$ cat config.mk
export PLATFORM = sky130hd
export DESIGN_NAME = bcd_countdown
export DESIGN_NICKNAME = d
export VERILOG_FILES = /design/src/rtl/bcd_countdown.sv
export SDC_FILE = /design/constraint.sdc
export NUM_CORES = 1
export LEC_CHECK = 0
export ABC_AREA = 0
export BUFFER_PORTS_ARGS = -buffer_cell sky130_fd_sc_hd__clkbuf_2
export CAP_MARGIN = 20
export CELL_PAD_IN_SITES_DETAIL_PLACEMENT = 1
export CELL_PAD_IN_SITES_GLOBAL_PLACEMENT = 1
export CORE_MARGIN = 2
export CORE_UTILIZATION = 43
export CTS_BUF_LIST = sky130_fd_sc_hd__clkbuf_4 sky130_fd_sc_hd__clkbuf_8
export DETAILED_ROUTE_END_ITERATION = 8
export PLACE_DENSITY = 0.8
export SLEW_MARGIN = 20
export SYNTH_ARGS = -nofsm -noshare
export SYNTH_HDL_FRONTEND = slang
export SYNTH_SLANG_ARGS = --single-unit
$ cat constraint.sdc
create_clock -name clk -period 1.8 [get_ports clk]
set_input_delay 0 -clock clk [delete_from_list [all_inputs] [get_ports clk]]
set_output_delay 0 -clock clk [all_outputs]
set_load 0.03 [all_outputs]
$ cat src/rtl/bcd_countdown.sv
// rtl/bcd_countdown.sv - two-digit BCD countdown timer with preset entry and alarm
module bcd_countdown #(
  parameter int ALARM_TICKS = 5
) (
  input  logic       clk,
  input  logic       n_rst,
  input  logic       second_tick,
  input  logic       one_push,
  input  logic       ten_push,
  input  logic       start_pause,
  input  logic       clear,
  output logic [7:0] bcd_num,
  output logic       alarm,
  output logic       running,
  output logic [1:0] state
);

  typedef enum logic [1:0] {
    IDLE  = 2'd0,
    RUN   = 2'd1,
    PAUSE = 2'd2,
    DONE  = 2'd3
  } state_t;

  localparam logic [3:0] ALARM_INIT = 4'(ALARM_TICKS);

  state_t     state_q, state_d;
  logic [7:0] preset_q, preset_d;
  logic [7:0] count_q, count_d;
  logic [3:0] alarm_cnt_q, alarm_cnt_d;
  logic       alarm_d;
  logic [7:0] bcd_d;
  logic [7:0] count_dec;

  // Wrapping single-digit increment; no carry out.
  function automatic logic [3:0] digit_inc(input logic [3:0] d);
    return (d >= 4'd9) ? 4'd0 : d + 4'd1;
  endfunction

  // Packed two-digit BCD decrement with borrow from tens; only used on nonzero counts.
  function automatic logic [7:0] bcd_dec(input logic [7:0] v);
    logic [7:0] r;
    if (v[3:0] == 4'd0) begin
      r = {v[7:4] - 4'd1, 4'd9};
    end else begin
      r = {v[7:4], v[3:0] - 4'd1};
    end
    return r;
  endfunction

  assign count_dec = bcd_dec(count_q);

  // Next-state and next-register logic; clear > start_pause > second_tick > digit pushes.
  always_comb begin
    state_d     = state_q;
    preset_d    = preset_q;
    count_d     = count_q;
    alarm_cnt_d = alarm_cnt_q;
    alarm_d     = alarm;
    case (state_q)
      IDLE: begin
        if (clear) begin
          preset_d = 8'h00;
        end else if (start_pause) begin
          if (preset_q != 8'h00) begin
            count_d = preset_q;
            state_d = RUN;
          end
        end else if (!second_tick) begin
          if (one_push) preset_d[3:0] = digit_inc(preset_q[3:0]);
          if (ten_push) preset_d[7:4] = digit_inc(preset_q[7:4]);
        end
      end
      RUN: begin
        if (clear) begin
          count_d = 8'h00;
          state_d = IDLE;
        end else if (start_pause) begin
          state_d = PAUSE;
        end else if (second_tick) begin
          count_d = count_dec;
          if (count_dec == 8'h00) begin
            state_d     = DONE;
            alarm_d     = 1'b1;
            alarm_cnt_d = ALARM_INIT;
          end
        end
      end
      PAUSE: begin
        if (clear) begin
          count_d = 8'h00;
          state_d = IDLE;
        end else if (start_pause) begin
          state_d = RUN;
        end
      end
      DONE: begin
        if (clear) begin
          alarm_d     = 1'b0;
          alarm_cnt_d = 4'd0;
          count_d     = 8'h00;
          state_d     = IDLE;
        end else if (start_pause) begin
          alarm_d     = 1'b0;
          alarm_cnt_d = 4'd0;
          count_d     = preset_q;
          state_d     = RUN;
        end else if (second_tick && alarm_cnt_q != 4'd0) begin
          alarm_cnt_d = alarm_cnt_q - 4'd1;
          if (alarm_cnt_q == 4'd1) alarm_d = 1'b0;
        end
      end
      default: state_d = IDLE;
    endcase
    bcd_d = (state_d == IDLE) ? preset_d : count_d;
  end

  // State, datapath and registered outputs.
  always_ff @(posedge clk or negedge n_rst) begin
    if (!n_rst) begin
      state_q     <= IDLE;
      preset_q    <= 8'h00;
      count_q     <= 8'h00;
      alarm_cnt_q <= 4'd0;
      alarm       <= 1'b0;
      running     <= 1'b0;
      bcd_num     <= 8'h00;
    end else begin
      state_q     <= state_d;
      preset_q    <= preset_d;
      count_q     <= count_d;
      alarm_cnt_q <= alarm_cnt_d;
      alarm       <= alarm_d;
      running     <= (state_d == RUN);
      bcd_num     <= bcd_d;
    end
  end

  assign state = state_q;

endmodule

**Word level (Yosys, flattened, before mapping)**

Cells that the tools add are included.

- Input port bits: 7
- Memories kept: 0
- Memory bits (writable): 0
- Flip-flop bits (word level): 32
- Memory bits (read-only): 0
- Bits in latches: 0
- Word-level logic and storage cells: 83
- Output and inout port bits: 12

- Add/subtract/negate cells: 5
- Equal/unequal tests: 11
- $lt $le $gt $ge: 2
- Bitwise gates (word level): 0
- Divide/modulo/power cells: 0
- Mux-type cells: 47
- Reductions and logical operators: 11
- Multiply operators: 0
- Shift-type cells: 0

Operators by type and width:

| kind | number |
|---|---|
| 8-bit 2-to-1 mux | 15 |
| 4-bit 2-to-1 mux | 11 |
| 8-bit one-hot mux with 4 select lines | 1 |
| 2-bit 2-to-1 mux | 9 |
| 4-bit by 1-bit subtractor with 4-bit output (second input constant) | 3 |
| 4-bit by 1-bit adder with 4-bit output (second input constant) | 2 |
| 4-bit greater-or-equal comparator (second input constant) | 2 |
| 8-bit logical NOT | 1 |
| 1-bit 2-to-1 mux | 8 |
| 2-bit inequality test (second input constant) | 4 |
| 4-bit inequality test (second input constant) | 2 |
| 4-bit one-hot mux with 2 select lines | 1 |
| 8-bit nonzero test | 1 |
| 7-bit AND reduction | 1 |
| 2-bit one-hot mux with 3 select lines | 1 |
| 6-bit AND reduction | 1 |
| 2-bit by 1-bit equality test with 1-bit output (second input constant) | 2 |
| 2-bit equality test (second input constant) | 2 |
| 4-bit by 1-bit equality test with 1-bit output (second input constant) | 1 |
| 2-bit logical NOT | 2 |
| 4-bit logical NOT | 1 |
| 4-bit nonzero test | 1 |
| 1-bit one-hot mux with 2 select lines | 1 |
| 2-bit nonzero test | 1 |
| other kinds (2) | 2 |

**Longest topological paths before layout**

- Depth after elaboration: 10
- Depth in mapped cells: 8
- Mapped depth without buffers: 7

**Least setup slack after synthesis**

OpenSTA, ideal clock, no wires.

- Kind: reg2reg
- Start: register state_q[1], in the netlist state[1]
- End: register bcd_num[5]
- Cell stages (with the launch flop): 8
- Path buffers: 3
- Library setup time: 0.125 ns
- Period minus slack after synthesis: 2.020 ns
- Slack: -0.220 ns
- Arrival: 1.895 ns
- Required time: 1.675 ns
- Cell sequence: dfrtp_1 > buf_6 > or2_2 > buf_2 > nor2_1 > a311oi_1 > buf_2 > mux2_4

- Word-level cells in the longest chain between the ends: 7
- Elaborated cells on any way between the ends: 19
- Classes of those cells: eq/ne (3); mux (13); reduce/logical (3)

Ends and longest elaborated chain:

| item | RTL line | RTL |
|---|---|---|
| start: declaration | 27 | `state_t state_q, state_d;` |
| start signal: assignment | 129 | `state_q <= state_d;` |
| 2-bit 2-to-1 mux | 82 | `if (count_dec == 8'h00) begin` |
| 2-bit 2-to-1 mux | 80 | `end else if (second_tick) begin` |
| 2-bit 2-to-1 mux | 78 | `end else if (start_pause) begin` |
| 2-bit 2-to-1 mux | 75 | `if (clear) begin` |
| 2-bit one-hot mux with 3 select lines | 60 | `case (state_q)` |
| 2-bit logical NOT | 115 | `bcd_d = (state_d == IDLE) ? preset_d : count_d;` |
| 8-bit 2-to-1 mux (*) | 115 |  |
| named net bcd_d[5] | 32 | `logic [7:0] bcd_d;` |
| end signal: assignment | 127 | `bcd_num <= 8'h00;` |
| end signal: assignment | 135 | `bcd_num <= bcd_d;` |
| end: declaration | 12 | `output logic [7:0] bcd_num,` |

The timed path passes the listed nets; every way through them passes the cells marked *.
A chain may end at the register's enable or synchronous reset.

**Worst setup path in the final report**

- Start: register count_q[1]
- End: register bcd_num[5]

- Elaborated cells on any way between the ends: 15
- Classes of those cells: add/sub (1); mux (11); reduce/logical (3)

RTL lines:

| item | RTL line | RTL |
|---|---|---|
| start: declaration | 29 | `logic [7:0] count_q, count_d;` |
| start signal: assignment | 131 | `count_q <= count_d;` |
| 4-bit logical NOT | 43 | `if (v[3:0] == 4'd0) begin` |
| 8-bit 2-to-1 mux | 43 |  |
| 8-bit 2-to-1 mux | 80 |  |
| 8-bit 2-to-1 mux | 78 |  |
| 8-bit 2-to-1 mux | 75 |  |
| 8-bit one-hot mux with 4 select lines | 60 |  |
| named net count_d[5] | 29 |  |
| 8-bit 2-to-1 mux | 115 |  |
| named net bcd_d[5] | 32 |  |

The timed path passes the listed nets, and every way through them passes these cells.

==> results_dict.tcl <==
set metrics [dict create \
    finish.instance_area_sq_um 3080 \
    clk_pin_slew_ns 0.07 \
    rows 26 \
    tightest_slew_ns 0.435 \
    slowest_stage "or4b_4" \
    drv_cap 0 \
    critPathArrivalTime_ns 2.16 \
    cts_buffers 5 \
    endpoint_kind "flop" \
    drtIter0Drc 103 \
    firstDrtPassIters 4 \
    dp_hpwl_um 5630 \
    path_cells "or4b_4, nor3_4, mux2_4, o311ai_4, mux2_4" \
    startpoint_type "flop" \
    rsz0062_at_grt "yes" \
    initial_core_util_pct 44.4 \
    path_delay_family "simple AND/OR/NAND/NOR gates" \
    htree_levels 2 \
    finalCritPeriodShare_pct 107 \
    finalSetupTns_ns -0.441 \
    via_per_inst 5.99 \
    coreArea_sq_um 5070 \
    critPathBufInv 0 \
    hold_ws_ns 0.143 \
    synth_cell_types 65 \
    synth_top_area_share_pct 35.5 \
    ys_seq_area_share_pct 35.5 \
    violations "setup timing" \
    fin_nets 335 \
    timing_hold_violations_final 0 \
    die_w_um 76.4 \
    synth_xor_area_share_pct 1.17 \
    fp.dieH_um 76.4 \
    max_stage_delay_ns 0.56 \
    setup_viol 7 \
    synth_cells 246 \
    cts_root_buffer "clkbuf_8" \
    peakVddDrop_uv 541 \
    power.density_nw_per_um2 1150 \
    postRouteAntennaNets 0 \
    wire_per_inst_um 21.3 \
    required_ns 2.03 \
    hold_path_class "primary input to flop" \
    synth-main-ff-cell "dfrtp_1" \
    ys_ff_latch 32 \
    worstSkewPairLatency_ns 0.29 \
    synth_compound_area_share_pct 22.8 \
    synthTopCellsByArea "dfrtp_1 36%, ha_1 6.1%, o21ai_0 3.6%" \
    fmax_ghz 0.520 \
    synthAdderAreaFrac_pct 6.10 \
    grt_antenna_before_repair 0 \
    diodes 0 \
    avgSynthCellArea_sq_um 9.17 \
    yosys.area_share.simple_pct 22.5 \
    wl_um 8250 \
    cp_max_fo 2 \
    grt_first_pass_wirelength_um 12700 \
    worst_clock_skew_ns 0.00399 \
    crit_top_cell "mux2_4" \
    grt_max_degree 21 \
    outcome "finished, violations left" \
    yosys.area.top_type "dfrtp_1" \
    yosys_warnings 0 \
    synth_top_family_by_area "compound AO/OA/AOI/OAI gates" \
    slew_violations 0 \
    layout_setup_ws_ns -0.124 \
    place_area_sq_um 2760 \
    clock_sinks 32 \
    synth_area_sq_um 2250 \
    track_usage_pct 27.7 \
    crit_type "flop to flop" \
    gp_congestion 0.912 \
    synth-edff-count 0 \
    synthArstFlopShare_pct 100 \
    leakagePower_nw 1.42 \
    vias 2324 \
    finalCriticalPeriod_ns 1.92 \
    drive_gt1_share_pct 39.9 \
    cts_max_path_buffers 2 \
    route.detailed.drc 0 \
    relSlewSlack_pct 70.9 \
    port_buffers 18 \
    io_pins 19 \
    die-area_sq_um 5840 \
    area_growth_pct 36.6 \
    cts_tree "yes" \
    power_mw 3.54 \
    grt_pass1_vias 2442 \
    syn-num-nets 264 \
    overflow 0 \
    muxShareOfSynthArea_pct 5.94 \
]
==> path summary, 6_finish.rpt <==
kind	startpoint	to	slack, ns	depth (start not counted)
min in group asynchronous	n_rst	count_q[3]$_DFF_PN0_	0.16	2
setup reg to reg	count_q[1]$_DFF_PN0_	bcd_num[5]$_DFF_PN0_	-0.12	5
hold / removal	clear	running$_DFF_PN0_	0.14	2
hold reg to reg	alarm$_DFFE_PN0P_	alarm$_DFFE_PN0P_	0.55	2
setup / recovery	count_q[1]$_DFF_PN0_	bcd_num[5]$_DFF_PN0_	-0.12	5
max in group asynchronous	n_rst	bcd_num[5]$_DFF_PN0_	1.03	3
==> worst reg2reg max path, cell delays in order, from the launching register on <==
cell      delay, ns
dfrtp_1        0.39
or4b_4         0.56
nor3_4         0.16
mux2_4         0.34
o311ai_4       0.23
mux2_4         0.19
==> report_power, final <==
group	switching [mW]	internal (mW)	leakage [nW]	total, mW
Clock	0.274	0.342	0.0523	0.616
Combinational	1.02	0.857	0.931	1.88
Sequential	0.172	0.877	0.433	1.05
==> logic make-up (layout without fill, tap and decap cells) <==
family / Yosys count / in the layout
muxes: 12 / 12
DFF: 32 / 32
AOI/OAI and AO/OA: 72 / 72
buffers and inverters: 28 / 100
and+or+nand+nor: 88 / 88
adders and majority gates: 11 / 11
xor gates and xnor gates: 3 / 3
==> per-stage QoR <==
| step | utilization, % | std cells | setup slack, ns |
|---|---|---|---|
| global route | 60.7 | 388 | -0.196 |
| finish | 60.7 | 388 | -0.124 |
| CTS | 57.4 | 382 | -0.124 |
| floorplan | - | 246 | -0.118 |
| detailed placement | 54.3 | 369 | -0.252 |
| global placement | 54.3 | 369 | -0.0716 |
==> cell type report <==
class	count	area, sq um
Multi-Input combinational cell	186	1480
Timing Repair Buffer	77	558
Sequential cell	32	803
Tap cell	70	87.6
Fill cell	585	1990
Inverter	15	56.3
Clock buffer	8	97.6
==> registers in the layout (all words and copies together), names as in the netlist <==
register     cells
count_q          8
preset_q         8
alarm_cnt_q      4
state            2
bcd_num          8
alarm            1
running          1
==> placed cells by master (no fill, tap or decap), types with 3 or more instances in the layout <==
master	count
a32oi_1	3
nand3_1	9
mux2i_1	7
nand2b_1	4
o21ai_2	3
o22ai_1	4
buf_6	6
ha_1	8
clkbuf_2	18
nor3_1	4
nor2_1	15
a31o_2	3
nand2_1	20
o21ai_0	10
a31oi_1	3
nor3b_1	6
inv_1	10
dfrtp_1	30
a21oi_1	12
o21ai_1	3
and2_1	3
mux2_4	3
clkbuf_8	6
inv_2	4
xnor2_1	3
buf_4	52
==> metal layers <==
metal / track usage [%] / vias up / share of wire, %
li1: - / 1050 / -
met1: 35.0 / 1201 / 42
met2: 48.5 / 57 / 51
met3: 4.38 / 16 / 4.1
met4: 8.55 / 0 / 2.3
met5: 0 / - / 0
==> synthesized netlist by cell type, types with 2 or more instances <==
library cell,n
nor4b_1,3
a21o_1,2
mux2_2,3
a211oi_1,2
nor3_1,5
nand2b_1,4
mux2i_1,7
buf_2,5
nor2b_1,4
o21ai_0,16
buf_4,2
clkbuf_1,3
ha_1,11
o211ai_1,2
buf_6,2
o22ai_1,5
nor2_1,15
xnor2_1,3
nor4_1,3
mux2_4,2
and2_1,5
nand2_1,20
dfrtp_1,32
a22o_1,2
o31ai_1,2
inv_1,14
a21oi_1,13
a31o_2,3
nor3b_1,7
a32oi_1,3
nand3_1,10
a31oi_1,3
==> timing repair <==
action / in CTS / in global routing
setup endpoints to repair: 10 / 21
setup buffers: 4 / 6
gates resized for setup: 7 / 30
pin swaps: 7 / 12
hold buffers: 1 / 0
endpoints found under the hold margin: 12 / 0
(Power assumes the default switching activity.)
